## config.mk

```make
export PLATFORM = sky130hd
export DESIGN_NAME = button_param_adjust
export DESIGN_NICKNAME = d
export VERILOG_FILES = /design/src/rtl/button_param_adjust_pkg.sv /design/src/rtl/button_param_adjust_step_timer.sv /design/src/rtl/button_param_adjust.sv
export SDC_FILE = /design/constraint.sdc
export NUM_CORES = 1
export LEC_CHECK = 0
export ABC_AREA = 1
export CAP_MARGIN = 15
export CORE_UTILIZATION = 26
export DETAILED_ROUTE_END_ITERATION = 12
export GPL_ROUTABILITY_DRIVEN = 0
export PLACE_DENSITY = 0.39
export SLEW_MARGIN = 20
export SYNTH_ARGS = -nofsm -noshare
export SYNTH_HDL_FRONTEND = slang
export SYNTH_SLANG_ARGS = --single-unit
```

## constraint.sdc

```tcl
create_clock -name i_clk -period 2.2 [get_ports i_clk]
set_input_delay 0.22 -clock i_clk [delete_from_list [all_inputs] [get_ports i_clk]]
set_output_delay 0.22 -clock i_clk [all_outputs]
set_load 0.005 [all_outputs]
```

## src/rtl/button_param_adjust_pkg.sv

```systemverilog
// Shared definitions for the button set-point adjuster.
// Holds the FSM state encoding (so the bench can decode the state) and a
// small helper used to size the step timer.
package button_param_adjust_pkg;

  localparam logic [1:0] S_IDLE   = 2'd0;
  localparam logic [1:0] S_HOLD   = 2'd1;
  localparam logic [1:0] S_REPEAT = 2'd2;
  localparam logic [1:0] S_LOCK   = 2'd3;

  typedef enum logic [1:0] {
    ST_IDLE   = S_IDLE,
    ST_HOLD   = S_HOLD,
    ST_REPEAT = S_REPEAT,
    ST_LOCK   = S_LOCK
  } state_e;

  function automatic int max_int(input int a, input int b);
    return (a > b) ? a : b;
  endfunction

endpackage

```

## src/rtl/button_param_adjust_step_timer.sv

```systemverilog
// Hold / auto-repeat interval timer.
// Ports:
//   i_clk, i_reset  : clock, asynchronous active-low reset
//   clear           : restart counting from zero (wins over enable)
//   enable          : advance the counter by one
//   sel_repeat      : 0 = hold interval, 1 = repeat interval
//   term_cnt        : registered, high while the count equals limit-1
module button_param_adjust_step_timer
  import button_param_adjust_pkg::*;
#(
  parameter int HOLD_CYCLES   = 25_000_000,
  parameter int REPEAT_CYCLES = 5_000_000
) (
  input  logic i_clk,
  input  logic i_reset,
  input  logic clear,
  input  logic enable,
  input  logic sel_repeat,
  output logic term_cnt
);

  localparam int CW = $clog2(max_int(HOLD_CYCLES, REPEAT_CYCLES));

  // Terminal count is registered one increment early: when the current
  // count is limit-2, the incremented count becomes limit-1.
  localparam logic [CW-1:0] HOLD_PRE   = CW'(HOLD_CYCLES - 2);
  localparam logic [CW-1:0] REPEAT_PRE = CW'(REPEAT_CYCLES - 2);

  logic [CW-1:0] cnt_q;
  logic          tc_q;
  logic [CW-1:0] pre_lim;

  assign pre_lim  = sel_repeat ? REPEAT_PRE : HOLD_PRE;
  assign term_cnt = tc_q;

  always_ff @(posedge i_clk or negedge i_reset) begin
    if (!i_reset) begin
      cnt_q <= '0;
      tc_q  <= 1'b0;
    end else if (clear) begin
      cnt_q <= '0;
      tc_q  <= 1'b0;
    end else if (enable) begin
      cnt_q <= cnt_q + 1'b1;
      tc_q  <= (cnt_q == pre_lim);
    end
  end

endmodule

```

## src/rtl/button_param_adjust.sv

```systemverilog
// Push-button set-point adjuster: turns debounced active-low up/down button
// levels into a saturated set-point with single-step, hold-delay and
// auto-repeat behaviour. Pressing both buttons locks out stepping until
// both are released.
// Ports:
//   i_clk, i_reset : clock, asynchronous active-low reset
//   i_up, i_down   : debounced buttons, 0 = pressed
//   o_value        : current set-point (reset INIT)
//   o_update       : one-cycle pulse when o_value changes
//   o_at_limit     : registered, high while o_value is MIN or MAX
//
// state  | meaning
// IDLE   | no button held, waiting for a press
// HOLD   | one button held, waiting hold delay before first repeat
// REPEAT | one button held, stepping every repeat interval
// LOCK   | both buttons seen, waiting until both are released
module button_param_adjust
  import button_param_adjust_pkg::*;
#(
  parameter int WIDTH         = 16,
  parameter int INIT          = 1000,
  parameter int MIN           = 0,
  parameter int MAX           = 4000,
  parameter int STEP          = 10,
  parameter int HOLD_CYCLES   = 25_000_000,
  parameter int REPEAT_CYCLES = 5_000_000
) (
  input  logic             i_clk,
  input  logic             i_reset,
  input  logic             i_up,
  input  logic             i_down,
  output logic [WIDTH-1:0] o_value,
  output logic             o_update,
  output logic             o_at_limit
);

  localparam logic [WIDTH:0]   MIN_E       = (WIDTH+1)'(MIN);
  localparam logic [WIDTH:0]   MAX_E       = (WIDTH+1)'(MAX);
  localparam logic [WIDTH:0]   STEP_E      = (WIDTH+1)'(STEP);
  localparam logic [WIDTH-1:0] INIT_V      = WIDTH'(INIT);
  localparam logic             AT_LIM_INIT = (INIT == MIN) || (INIT == MAX);

  state_e           state_q, state_d;
  logic             dir_up_q, dir_up_d;
  logic [WIDTH-1:0] value_q;
  logic             update_q;
  logic             at_limit_q;

  logic up_p, dn_p, active_p;
  logic step_fire, step_up;
  logic tmr_clear, tmr_enable, tmr_tc;

  logic [WIDTH:0]   val_ext, new_ext;
  logic [WIDTH-1:0] new_val, value_d;

  assign up_p     = ~i_up;
  assign dn_p     = ~i_down;
  assign active_p = dir_up_q ? up_p : dn_p;

  button_param_adjust_step_timer #(
    .HOLD_CYCLES   (HOLD_CYCLES),
    .REPEAT_CYCLES (REPEAT_CYCLES)
  ) u_step_timer (
    .i_clk      (i_clk),
    .i_reset    (i_reset),
    .clear      (tmr_clear),
    .enable     (tmr_enable),
    .sel_repeat (state_q == ST_REPEAT),
    .term_cnt   (tmr_tc)
  );

  always_comb begin
    state_d    = state_q;
    dir_up_d   = dir_up_q;
    step_fire  = 1'b0;
    step_up    = dir_up_q;
    tmr_clear  = 1'b0;
    tmr_enable = 1'b0;
    case (state_q)
      ST_IDLE: begin
        if (up_p && dn_p) begin
          state_d = ST_LOCK;
        end else if (up_p || dn_p) begin
          dir_up_d  = up_p;
          step_up   = up_p;
          step_fire = 1'b1;
          tmr_clear = 1'b1;
          state_d   = ST_HOLD;
        end
      end
      ST_HOLD, ST_REPEAT: begin
        if (up_p && dn_p) begin
          state_d = ST_LOCK;
        end else if (!active_p) begin
          state_d = ST_IDLE;
        end else if (tmr_tc) begin
          step_fire = 1'b1;
          tmr_clear = 1'b1;
          state_d   = ST_REPEAT;
        end else begin
          tmr_enable = 1'b1;
        end
      end
      ST_LOCK: begin
        if (!up_p && !dn_p) state_d = ST_IDLE;
      end
      default: state_d = ST_IDLE;
    endcase
  end

  // Saturating step, one extra bit so neither sum nor difference wraps.
  always_comb begin
    val_ext = {1'b0, value_q};
    if (step_up) begin
      if (val_ext > (MAX_E - STEP_E)) new_ext = MAX_E;
      else                            new_ext = val_ext + STEP_E;
    end else begin
      if (val_ext < (MIN_E + STEP_E)) new_ext = MIN_E;
      else                            new_ext = val_ext - STEP_E;
    end
    new_val = new_ext[WIDTH-1:0];
    value_d = step_fire ? new_val : value_q;
  end

  always_ff @(posedge i_clk or negedge i_reset) begin
    if (!i_reset) begin
      state_q    <= ST_IDLE;
      dir_up_q   <= 1'b0;
      value_q    <= INIT_V;
      update_q   <= 1'b0;
      at_limit_q <= AT_LIM_INIT;
    end else begin
      state_q    <= state_d;
      dir_up_q   <= dir_up_d;
      value_q    <= value_d;
      update_q   <= step_fire && (new_val != value_q);
      at_limit_q <= (value_d == MIN_E[WIDTH-1:0]) || (value_d == MAX_E[WIDTH-1:0]);
    end
  end

  assign o_value    = value_q;
  assign o_update   = update_q;
  assign o_at_limit = at_limit_q;

endmodule
```

==> summary.md, run 1 <==
| Metric | Value |
|---|---|
| Status | `finished with violations` |
| Violated checks | `DRC` |
| Fin crit period | `~2.2 ns` |
| Antenna cells | `0` |
| Largest family of logic cells by synthesized area | `simple AND/OR/NAND/NOR gates` |
| Ratio of cells with drive above 1 in the final layout | `between 30% and 40%` |
| Max transition margin | `68.1%` |
| Clock Tree Buf Depth | `2` |
| Synth Area per Inst | `6.57 um2` |
| DP Wirelength | `between 9 and 10 mm` |
| Grt total ovfl | `0` |
| Htree depth | `2` |
| Area Overhead vs Synth | `44.3%` |
| Worst EP arrival | `about 2.4 ns` |
| Final layout net count | `about 750` |
| Critical path endpoint category | `register` |
| RSZ-0062 raised after global routing | `true` |
| Post-synth ARST share | `100%` |
| Post-detailed-placement cell area | `between 0.004 and 0.005 mm2` |
| Number of synthesized flops with an enable pin | `0` |
| CTS tree | `yes` |
| Die Height | `~130 um` |
| Cts bufs inserted | `5` |
| Static leakage | `between 2 and 3 nW` |
| Worst-Margin Slew | `roughly 0.47 ns` |
| Root Driver | `clkbuf_16` |
| Ratio of final minimum period to clock period | `between 90% and 100%` |
| Multi-input gate area | `0.00255 mm2` |
| Clk_lat worst skew | `0.30 ns` |
| Post-Synthesis Cells | `600` |
| Initial Util | `26.9%` |
| Synth Area in Compound Gates | `9.56%` |
| Largest net degree at the start of global routing | `21` |
| Die width | `125 um` |
| Netlist cell types | `39` |
| Pwr Total | `roughly 8.0 mW` |
| Dpl cells | `between 800 and 900` |
| FILL cells | `between 1500 and 2000` |
| Most used DFF post-synth | `dfrtp_1` |
| Final clock skew | `around 0.0041 ns` |
| Antenna-violating nets left | `0` |
| CP startpoint | `state_q[0]` |
| CTS Sinks | `47` |
| P per Cell Area | `~1400 mW/mm2` |
| Seq. cell area | `0.00119 mm2` |
| Reg clk slew, reported paths | `about 0.07 ns` |
| FP Rows | `44` |
| Worst-path fanout max | `5` |
| XOR/XNOR share of the synthesized area | `under 10%` |
| Highest clock rate | `about 460 MHz` |
| Avg WL per Cell | `14.3 um` |
| CORE AREA | `roughly 0.015 mm2` |
| Fin area | `0.00569 mm2` |
| Reg2reg start | `state_q[0]` |
| Die area | `about 0.016 mm2` |
| Setup violators final | `0` |
| Maximum vdd ir drop | `0.443 mV` |
| Count of pins over their slew limit | `0` |
| Avg Vias per Cell | `4.60` |
| Vias in the first global route | `slightly above 4000` |
| Synthesized Nets | `slightly above 600` |
| Final-report hold violation count | `0` |
| Total iterations of the first detailed-routing run | `10` |
| Worst setup SP type | `register` |
| Synthesis-stage register bit count | `47` |
| MaxCap Viol Count | `0` |
| Mapped Area | `0.00394 mm2` |
| DR iter-0 viols | `between 300 and 400` |
| Via count | `4225` |
| # port buffers | `21` |
| Non-filler instance count after layout | `roughly 900` |
| Routed WL | `13.2 mm` |
| Setup_tns | `0 ns` |
| Crit path kind | `reg2reg` |
| Worst path required time | `2.40 ns` |
| Simple-gate share of the synthesized area | `a little over two fifths` |
| IO Pins | `22` |
| Post-synthesis sequential area ratio | `between 30% and 40%` |
| GRT Overall Usage | `~17%` |
| Synth Warn # | `0` |
| Post-synthesis adder-cell area fraction | `between 3 and 4%` |
| Initial antenna violation count | `0` |
| Global-route wire length before repair | `roughly 21 mm` |
| DRC | `2` |
| Mux cell area share after synthesis | `0%` |
| Worst hold path class | `in2async` |
## critical path, cell delays in order (launching register included)
cell and delay, ns:
dfrtp_1 0.36, inv_2 0.06, ha_4 0.26, nand2_1 0.04, nand3b_1 0.20, a21oi_4 0.28
inv_4 0.10, buf_12 0.15, buf_4 0.13, nand2_1 0.07, nand2_2 0.07, nand2_2 0.09
nor2_4 0.05, inv_2 0.06, nor2_4 0.04, nand2_1 0.05, nand2_1 0.04
## flip-flops by register name, summed over array words and instances, names as in the netlist
| name | cells |
|---|---|
| u_step_timer.term_cnt | 1 |
| u_step_timer.cnt_q | 25 |
| o_value | 16 |
| state_q | 2 |
| dir_up_q | 1 |
| o_update | 1 |
| o_at_limit | 1 |
## cell usage after synthesis (2+ instances only)
| master | instances | area (um2) |
|---|---|---|
| buf_2 | 4 | 20.0 |
| nand2_1 | 169 | 634 |
| inv_2 | 6 | 22.5 |
| a21oi_1 | 24 | 120 |
| buf_6 | 5 | 56.3 |
| dfstp_2 | 6 | 158 |
| nand4_1 | 14 | 87.6 |
| nor4_1 | 4 | 25.0 |
| buf_4 | 4 | 30.0 |
| dfrtp_1 | 41 | 1030 |
| nand2_4 | 5 | 56.3 |
| xor2_1 | 6 | 52.6 |
| o21ai_0 | 27 | 135 |
| o21a_1 | 3 | 22.5 |
| nor2_4 | 8 | 90.1 |
| nor3_1 | 11 | 55.1 |
| a31oi_1 | 2 | 12.5 |
| inv_1 | 86 | 323 |
| nand3_1 | 59 | 295 |
| ha_1 | 11 | 138 |
| nand3_2 | 7 | 70.1 |
| o21ai_2 | 2 | 17.5 |
| nor2_2 | 4 | 25.0 |
| clkbuf_1 | 2 | 7.51 |
| nor3_2 | 2 | 20.0 |
| nand2_2 | 16 | 100 |
| nor2_1 | 57 | 214 |
| o21ai_1 | 4 | 20.0 |
## final cells by class
cell class	count	share of cell area, %
repair buffers	140	21.1
clock buffers	6	2.27
well taps	184	4.05
repair inverters	1	0.110
inverters	93	6.49
flip-flops and latches	47	20.9
clock inverters	2	0.286
multi-input cells	446	44.9
## report_power, final
| part | internal (mW) | switching, mW | total, mW | leakage [nW] |
|---|---|---|---|---|
| clock | 0.427 | 0.377 | 0.804 | 0.0675 |
| combinational | 2.71 | 3.14 | 5.84 | 2.13 |
| sequential | 1.12 | 0.229 | 1.35 | 0.595 |
## cells in the final DEF (no fill, tap or decap), types with 18 or more instances in the layout
cell	n
a21oi_1	23
buf_4	108
clkdlybuf4s50_1	18
dfrtp_1	39
inv_1	79
nand2_1	144
nand2_2	40
nand3_1	52
nor2_1	42
o21ai_0	23
## metrics by stage
| step | utilization, % | setup slack, ns | hold slack [ns] |
|---|---|---|---|
| after CTS | 35.3 | 0.00167 | 0.408 |
| after floorplan | - | 0.245 | -0.0756 |
| after detailed placement | 34.1 | -0.452 | 0.194 |
| after global routing | 38.8 | -0.0891 | 0.440 |
| final | 38.8 | 0.0457 | 0.392 |
| after global placement | 34.1 | -0.450 | 0.204 |
## cells by family (layout without fill, tap and decap cells)
family                   Yosys count  in the layout
buffers and inverters            108            242
adder cells (fa/ha/maj)           11             11
XOR/XNOR                           7              7
AO/OA/AOI/OAI                     68             68
flip-flops                        47             47
AND/OR/NAND/NOR                  359            360
## metal layers
layer / part of all wire [%] / up-vias / global-route usage, % / wire length, um
met5: 0 / - / 0 / 0
met4: 1.3 / 0 / 3.95 / 175
met3: 2.9 / 10 / 2.95 / 386
met2: 49 / 70 / 28.9 / 6420
met1: 47 / 1960 / 21.8 / 6170
li1: - / 2185 / - / -
## what timing repair did
item	in CTS	in global routing
setup buffers	2	24
pin swaps	0	37
gates cloned	0	5
setup endpoints to repair	1	5
resized for setup	6	90
endpoints found under the hold margin	16	0
hold buffers	1	0
## path summary, 6_finish.rpt
| check | slack [ns] | cells past startpoint | end |
|---|---|---|---|
| hold / removal | 0.39 | 2 | dir_up_q |
| setup reg to reg | 0.05 | 16 | o_at_limit |
| min in group i_clk | 0.47 | 1 | u_step_timer.cnt_q[23] |
| hold reg to reg | 0.47 | 1 | u_step_timer.cnt_q[23] |
| max in group asynchronous | 1.18 | 3 | o_value[3] |
| setup / recovery | 0.05 | 16 | o_at_limit |
Power figures use the tool's default switching activity.
==> inputs of run 2 (changes only) <==
CORE_MARGIN = 5   (was default)
==> run 2 against run 1 <==
The flow now finishes without violations; utilization fell by 2.2 points; total power fell by 5.1%; wire length rose by 0.44%; register-to-register slack improved by 0.04 ns; critical path depth fell by 2; final cell count fell by 0.44%; count of clock-buffer cells in the layout did not move; die area rose by 13%; sequential share of layout area rose by 0.68 points; critical endpoint unchanged.
==> summary.md, run 2 (synthesis gave the netlist of run 1 again) <==
| Metric | Value |
|---|---|
| Status | `completed (was finished with violations)` |
| Die area | `0.0177 mm2 (was 0.0157 mm2)` |
| Static leakage | `2.73 nW (was 2.79 nW)` |
| DR iter-0 viols | `239 (was 302)` |
| Worst-path fanout max | `5 (unchanged)` |
| Die Height | `133 um (was 125 um)` |
| Hold Worst Slack | `0.436 ns (was 0.392 ns)` |
| Post-detailed-placement cell area | `0.00496 mm2 (was 0.00499 mm2)` |
| Highest clock rate | `473 MHz (was 464 MHz)` |
| Global-route wire length before repair | `20.6 mm (was 20.7 mm)` |
| Max FFs per register | `25 (unchanged)` |
| Cts bufs inserted | `5 (unchanged)` |
| Non-filler instance count after layout | `915 (was 919)` |
| Metal1 wirelength | `5.89 mm (was 6.17 mm)` |
| WL met2 | `6.45 mm (was 6.42 mm)` |
| Met3 routed wirelength | `488 um (was 386 um)` |
| Htree depth | `2 (unchanged)` |
| Final layout net count | `741 (was 749)` |
| DRC | `0 (was 2)` |
| Routed WL | `13.2 mm (about the same)` |
| Antenna-violating nets left | `0 (unchanged)` |
| Root Driver | `clkbuf_16 (unchanged)` |
| Initial Util | `26.2% (was 26.9%)` |
| Worst EP arrival | `2.36 ns (was 2.35 ns)` |
| Total iterations of the first detailed-routing run | `5 (was 10)` |
| Critical path endpoint category | `register (unchanged)` |
| Reg clk slew, reported paths | `0.07 ns (about the same)` |
| Final worst setup slack | `0.0850 ns (was 0.0457 ns)` |
| Initial antenna violation count | `0 (unchanged)` |
| Fin crit period | `2.12 ns (was 2.15 ns)` |
| Antenna cells | `0 (unchanged)` |
| Dpl cells | `884 (was 881)` |
| Setup WS pre-CTS | `-0.308 ns (was -0.452 ns)` |
| MaxCap Viol Count | `0 (unchanged)` |
| Worst reg2reg path depth | `14 (was 16)` |
| Worst path required time | `2.44 ns (was 2.40 ns)` |
| # port buffers | `21 (unchanged)` |
| Avg Vias per Cell | `4.68 (was 4.60)` |
| Maximum vdd ir drop | `0.422 mV (was 0.443 mV)` |
| Reg2reg start | `state_q[0] (unchanged)` |
| Fin area | `0.00551 mm2 (was 0.00569 mm2)` |
| Clock Tree Buf Depth | `2 (unchanged)` |
| DP Wirelength | `10.3 mm (was 9.85 mm)` |
| Worst hold path class | `in2async (unchanged)` |
| Largest net degree at the start of global routing | `22 (was 21)` |
| Die width | `133 um (was 125 um)` |
| Setup violators final | `0 (unchanged)` |
| CTS tree | `yes (unchanged)` |
| Area Overhead vs Synth | `39.7% (was 44.3%)` |
| Critical Path Sink | `o_at_limit (unchanged)` |
| CP startpoint | `state_q[0] (unchanged)` |
| P per Cell Area | `1380 mW/mm2 (was 1410 mW/mm2)` |
| Avg WL per Cell | `14.4 um (was 14.3 um)` |
| Vias in the first global route | `4002 (was 4044)` |
| Crit path kind | `reg2reg (unchanged)` |
| Worst setup SP type | `register (unchanged)` |
| Reg2reg end | `o_at_limit (unchanged)` |
| Max transition margin | `62.3% (was 68.1%)` |
| Register-to-register setup slack | `0.08 ns (was 0.05 ns)` |
| Worst-Margin Slew | `0.566 ns (was 0.474 ns)` |
| Final clock skew | `0.00466 ns (was 0.00406 ns)` |
| IO Pins | `22 (unchanged)` |
| CORE AREA | `0.0150 mm2 (was 0.0146 mm2)` |
| Count of pins over their slew limit | `0 (unchanged)` |
| Most frequent cells in the layout | `155 x nand2_1, 103 x buf_4, 78 x inv_1, 55 x nand3_1, 48 x nor2_1 (was 144 x nand2_1, 108 x buf_4, 79 x inv_1, 52 x nand3_1, 42 x nor2_1)` |
| RSZ-0062 raised after global routing | `true (unchanged)` |
| Top Metal Used | `met4 (unchanged)` |
| Register name with the most flops | `u_step_timer.cnt_q (unchanged)` |
| Final-report hold violation count | `0 (unchanged)` |
| CTS Sinks | `47 (unchanged)` |
| GRT Overall Usage | `14.6% (was 16.8%)` |
| Grt total ovfl | `0 (unchanged)` |
| FP Rows | `45 (was 44)` |
| Clk_lat worst skew | `0.30 ns (about the same)` |
| Via count | `4282 (was 4225)` |
| Ratio of final minimum period to clock period | `96.1% (was 97.9%)` |
| Most common cell after layout, fill and taps aside | `nand2_1 (unchanged)` |
| Ratio of cells with drive above 1 in the final layout | `30.7% (was 34.1%)` |
[run 2: cell count changes in the layout (fill, tap and decap cells not counted), sizes merged]
cell           change
clkinv             +1
dlymetal6s2s       -2
nand2              -1
buf                -5
clkbuf             -1
clkdlybuf4s50      +2
inv                -2
[run 2: critical path: stages (launching register included)]
cell and delay, ns:
dfrtp_1 0.36, inv_2 0.06, ha_4 0.28, nand2_1 0.04, nand3b_1 0.19, a21oi_4 0.26, inv_2 0.11, clkbuf_16 0.17
nand2_1 0.07, nand2_2 0.08, nor2_1 0.11, nand2_1 0.08, nor2_1 0.12, nand2_1 0.06, nand2_1 0.06
[run 2: worst min-delay path by stage]
stage / start / end / slack (ns) / cells after the start
floorplan: i_reset / dir_up_q / -0.08 / 0
global placement: i_reset / o_value[1] / 0.25 / 1
detailed placement: i_reset / o_value[1] / 0.23 / 1
CTS: i_reset / o_value[1] / 0.45 / 2
global route: u_step_timer.cnt_q[23] / u_step_timer.cnt_q[23] / 0.49 / 1
finish: i_reset / o_value[1] / 0.44 / 2
[run 2: through the flow]
step,util [%],setup TNS [ns],total power [mW]
final,36.6,0,7.58
after global routing,36.6,-0.0297,8.22
after CTS,34.3,-0.0309,6.99
after detailed placement,33.0,-2.84,6.06
after global placement,33.0,-2.49,6.09
after floorplan,-,0,3.98
[run 2: where the power goes]
part           switching, mW  internal (mW)
combinational           2.86           2.52
clock                  0.368          0.421
sequential             0.299           1.12
total                   3.52           4.06
[run 2: layer usage]
metal  up-vias  GRT usage (%)
met5         -              0
met4         0           5.31
met3        25           1.93
met2       106           25.0
met1      1983           18.8
li1       2168              -
[run 2: timing repair]
item | 4_1_cts | 5_1_grt
setup endpoints to repair | 2 | 10
gates cloned | 0 | 1
buffers inserted | 2 | 19
hold buffers | 1 | 0
resized for setup | 2 | 62
pin swaps | 0 | 18
endpoints found under the hold margin | 15 | 0
[run 2: final cells by class]
class | instances | area (um2)
inverters | 93 | 359
clock buffers | 6 | 129
multi-input cells | 445 | 2450
clock inverters | 2 | 12.5
repair buffers | 134 | 1140
fillers | 1603 | 9530
flip-flops and latches | 47 | 1190
well taps | 188 | 235
==> inputs of run 3 (changes only) <==
ABC_AREA = 0   (was 1)
DONT_BUFFER_PORTS = 1   (was default)
PLACE_DENSITY = 0.37   (was 0.39)
SKIP_LAST_GASP = 1   (was default)
==> run 3 against run 2 <==
The flow now finishes with violations (setup timing); fmax decreased by 16%; die area decreased by 18%; via count decreased by 27%; final cell count decreased by 31%; register-to-register slack got worse by 0.39 ns; final area decreased by 10%; sequential share of layout area increased by 2.5 points; worst hold slack got worse by 0.053 ns; non-clock buffer count increased by 5; clock power increased by 19%; total power decreased by 20%.
==> summary.md, run 3 <==
| Metric | Value |
|---|---|
| CTS Sinks | `47 (unchanged)` |
| Mapped Area | `0.00318 mm2 (was 0.00394 mm2)` |
| Worst-Margin Slew | `0.532 ns (was 0.566 ns)` |
| Highest clock rate | `399 MHz (was 473 MHz)` |
| Die width | `121 um (was 133 um)` |
| Count of pins over their slew limit | `0 (unchanged)` |
| Ratio of final minimum period to clock period | `114% (was 96.1%)` |
| Clk pwr share | `15.5% (was 10.4%)` |
| DR iter-0 viols | `144 (was 239)` |
| Clock Tree Buf Depth | `2 (unchanged)` |
| DRC | `0 (unchanged)` |
| Die Height | `121 um (was 133 um)` |
| Static leakage | `2.15 nW (was 2.73 nW)` |
| RSZ-0062 raised after global routing | `true (unchanged)` |
| Area leader, netlist | `dfrtp_1 (unchanged)` |
| Initial Util | `26.5% (was 26.2%)` |
| Global-route wire length before repair | `17.1 mm (was 20.6 mm)` |
| Non-filler instance count after layout | `629 (was 915)` |
| Synthesis-stage register bit count | `47 (unchanged)` |
| Largest net degree at the start of global routing | `48 (was 22)` |
| Maximum vdd ir drop | `0.633 mV (was 0.422 mV)` |
| MaxCap Viol Count | `0 (unchanged)` |
| Worst path required time | `2.44 ns (about the same)` |
| Final layout net count | `496 (was 741)` |
| Final-report hold violation count | `0 (unchanged)` |
| Crit path kind | `reg2reg (unchanged)` |
| Die area | `0.0145 mm2 (was 0.0177 mm2)` |
| IO Pins | `22 (unchanged)` |
| Worst setup SP type | `register (unchanged)` |
| Synth Warn # | `0 (unchanged)` |
| Final worst setup slack | `-0.308 ns (was 0.0850 ns)` |
| Total iterations of the first detailed-routing run | `4 (was 5)` |
| Combinational Power Share | `62.9% (was 70.9%)` |
| Synthesized Nets | `368 (was 615)` |
| Largest family of logic cells by synthesized area | `simple AND/OR/NAND/NOR gates (unchanged)` |
| Post-synth ARST share | `100% (unchanged)` |
| Root Driver | `clkbuf_16 (unchanged)` |
| Htree depth | `2 (unchanged)` |
| Share of Yosys cell area claimed by the top area cell type | `32.3% (was 26.0%)` |
| Ranking of synthesized cells by area | `dfrtp_1 32%, nor2_1 5.1%, dfstp_2 5.0% (was dfrtp_1 26%, nand2_1 16%, inv_1 8.2%)` |
| GRT Overall Usage | `14.9% (was 14.6%)` |
| Post-synthesis adder-cell area fraction | `4.33% (was 3.49%)` |
| Netlist cell types | `63 (was 39)` |
| Max transition margin | `64.2% (was 62.3%)` |
| Post-Synthesis Cells | `353 (was 600)` |
| FP Rows | `40 (was 45)` |
| Initial antenna violation count | `0 (unchanged)` |
| CORE AREA | `0.0120 mm2 (was 0.0150 mm2)` |
| Most common cell after layout, fill and taps aside | `buf_4 (was nand2_1)` |
| Fin area | `0.00494 mm2 (was 0.00551 mm2)` |
| # port buffers | `0 (was 21)` |
| Synth Area per Inst | `9.01 um2 (was 6.57 um2)` |
| Status | `finished with violations (was completed)` |
| Simple-gate share of the synthesized area | `27.3% (was 43.6%)` |
| FILL cells | `1204 (was 1603)` |
| Avg Vias per Cell | `5.00 (was 4.68)` |
| Critical path endpoint category | `register (unchanged)` |
| DP Wirelength | `7.74 mm (was 10.3 mm)` |
| Post-synthesis sequential area ratio | `37.2% (was 30.0%)` |
| P per Cell Area | `1230 mW/mm2 (was 1380 mW/mm2)` |
| Reg clk slew, reported paths | `0.07 ns (about the same)` |
| Via count | `3145 (was 4282)` |
| Dpl cells | `594 (was 884)` |
| Synth Area in Compound Gates | `17.8% (was 9.56%)` |
| Grt total ovfl | `0 (unchanged)` |
| Ratio of cells with drive above 1 in the final layout | `45.2% (was 30.7%)` |
| CTS tree | `yes (unchanged)` |
| Most used DFF post-synth | `dfrtp_1 (unchanged)` |
| Setup violators final | `15 (was 0)` |
| Fin crit period | `2.51 ns (was 2.12 ns)` |
| Cts bufs inserted | `5 (unchanged)` |
| Avg WL per Cell | `16.6 um (was 14.4 um)` |
| Area Overhead vs Synth | `55.4% (was 39.7%)` |
| Clk_lat worst skew | `0.30 ns (about the same)` |
| Antenna-violating nets left | `0 (unchanged)` |
| Vias in the first global route | `3282 (was 4002)` |
| Final core utilization | `41.1% (was 36.6%)` |
| Synth cell count leaders | `43 x nor2_1, 41 x dfrtp_1, 23 x nand2_1 (was 169 x nand2_1, 86 x inv_1, 59 x nand3_1)` |
| Violated checks | `setup timing` |
| Setup_tns | `-1.96 ns (was 0 ns)` |
| Worst-path fanout max | `6 (was 5)` |
| Sequential power share | `21.6% (was 18.7%)` |
| Worst hold path class | `in2reg (was in2async)` |
| Post-detailed-placement cell area | `0.00423 mm2 (was 0.00496 mm2)` |
| P_int | `3.64 mW (was 4.06 mW)` |
| Number of synthesized flops with an enable pin | `0 (unchanged)` |
| Register name with the most flops | `u_step_timer.cnt_q (unchanged)` |
| Most frequent cells in the layout | `115 x buf_4, 38 x nor2_1, 37 x dfrtp_1, 21 x nand2_1, 19 x buf_6 (was 155 x nand2_1, 103 x buf_4, 78 x inv_1, 55 x nand3_1, 48 x nor2_1)` |
| Antenna cells | `0 (unchanged)` |
| Most frequent cell after synthesis | `nor2_1 (was nand2_1)` |
| Sw Ratio | `40.0% (was 46.5%)` |
| Final clock skew | `0.00274 ns (was 0.00466 ns)` |
| Sw power | `2.42 mW (was 3.52 mW)` |
| Worst EP arrival | `2.75 ns (was 2.36 ns)` |
| XOR/XNOR share of the synthesized area | `7.16% (was 1.56%)` |
| Mux cell area share after synthesis | `1.77% (was 0%)` |
| Routed WL | `10.4 mm (was 13.2 mm)` |
| Max FFs per register | `25 (unchanged)` |
-- run 3: path summary, 6_finish.rpt --
path / startpoint / end / slack (ns) / depth (start not counted)
worst min-delay path: i_down / state_q[1] / 0.38 / 3
worst max register to register: state_q[0] / o_at_limit / -0.31 / 10
min in group asynchronous: i_reset / u_step_timer.cnt_q[22] / 0.43 / 2
worst min register to register: u_step_timer.cnt_q[22] / u_step_timer.cnt_q[22] / 0.55 / 2
max in group asynchronous: i_reset / o_value[3] / 1.49 / 2
worst max-delay path: state_q[0] / o_at_limit / -0.31 / 10
-- run 3: cell type report --
cell class	instances	area (um2)	area share, %
inverters	15	56.3	1.14
multi-input cells	273	2160	43.7
repair buffers	139	1170	23.8
clock inverters	2	38.8	0.785
flip-flops and latches	47	1190	24.1
well taps	147	184	3.72
clock buffers	6	139	2.81
-- run 3: cell families after synthesis --
| kind of cell | count (synthesis) |
|---|---|
| compound gates | 74 |
| xor+xnor | 26 |
| fa+ha+maj | 11 |
| buf+inv | 33 |
| flops | 47 |
| mux | 5 |
| simple gates | 157 |
-- run 3: layer usage --
metal / global-route usage (%) / part of all wire, % / vias to the layer above
li1: - / - / 1558
met3: 3.27 / 4.1 / 11
met1: 18.3 / 44 / 1531
met4: 3.97 / 1.7 / 0
met5: 0 / 0 / -
met2: 26.2 / 50 / 45
-- run 3: power groups by stage --
stage	clock network, mW	logic, mW	registers, mW
2_1_floorplan	0	1.62	1.31
3_3_place_gp	0	3.21	1.31
3_5_place_dp	0	3.18	1.32
4_1_cts	0.981	3.55	1.31
5_1_grt	1.00	4.16	1.34
6_report	0.942	3.81	1.31
-- run 3: critical path: stages, from the launching register on --
cell,delay (ns)
dfrtp_1,0.40
inv_2,0.08
ha_4,0.14
nor3b_4,0.20
mux2i_2,0.30
buf_6,0.17
buf_6,0.13
o21ai_2,0.05
a311o_1,0.39
a2111oi_4,0.38
o211a_1,0.20
-- run 3: repair_timing --
item | in CTS | in global routing
cloned | 0 | 0
gates resized for setup | 33 | 46
hold endpoints to repair | 47 | 0
buffers inserted | 20 | 8
pin swaps | 25 | 22
endpoints found under the setup margin | 13 | 29
hold buffers | 2 | 0
-- run 3: stage by stage --
stage | total power, mW | hold slack [ns] | setup slack [ns]
6_report | 6.06 | 0.383 | -0.308
5_1_grt | 6.51 | 0.443 | -0.437
4_1_cts | 5.84 | 0.374 | -0.342
3_5_place_dp | 4.49 | -0.0730 | -0.444
3_3_place_gp | 4.52 | -0.0734 | -0.462
2_1_floorplan | 2.93 | -0.0756 | -0.252
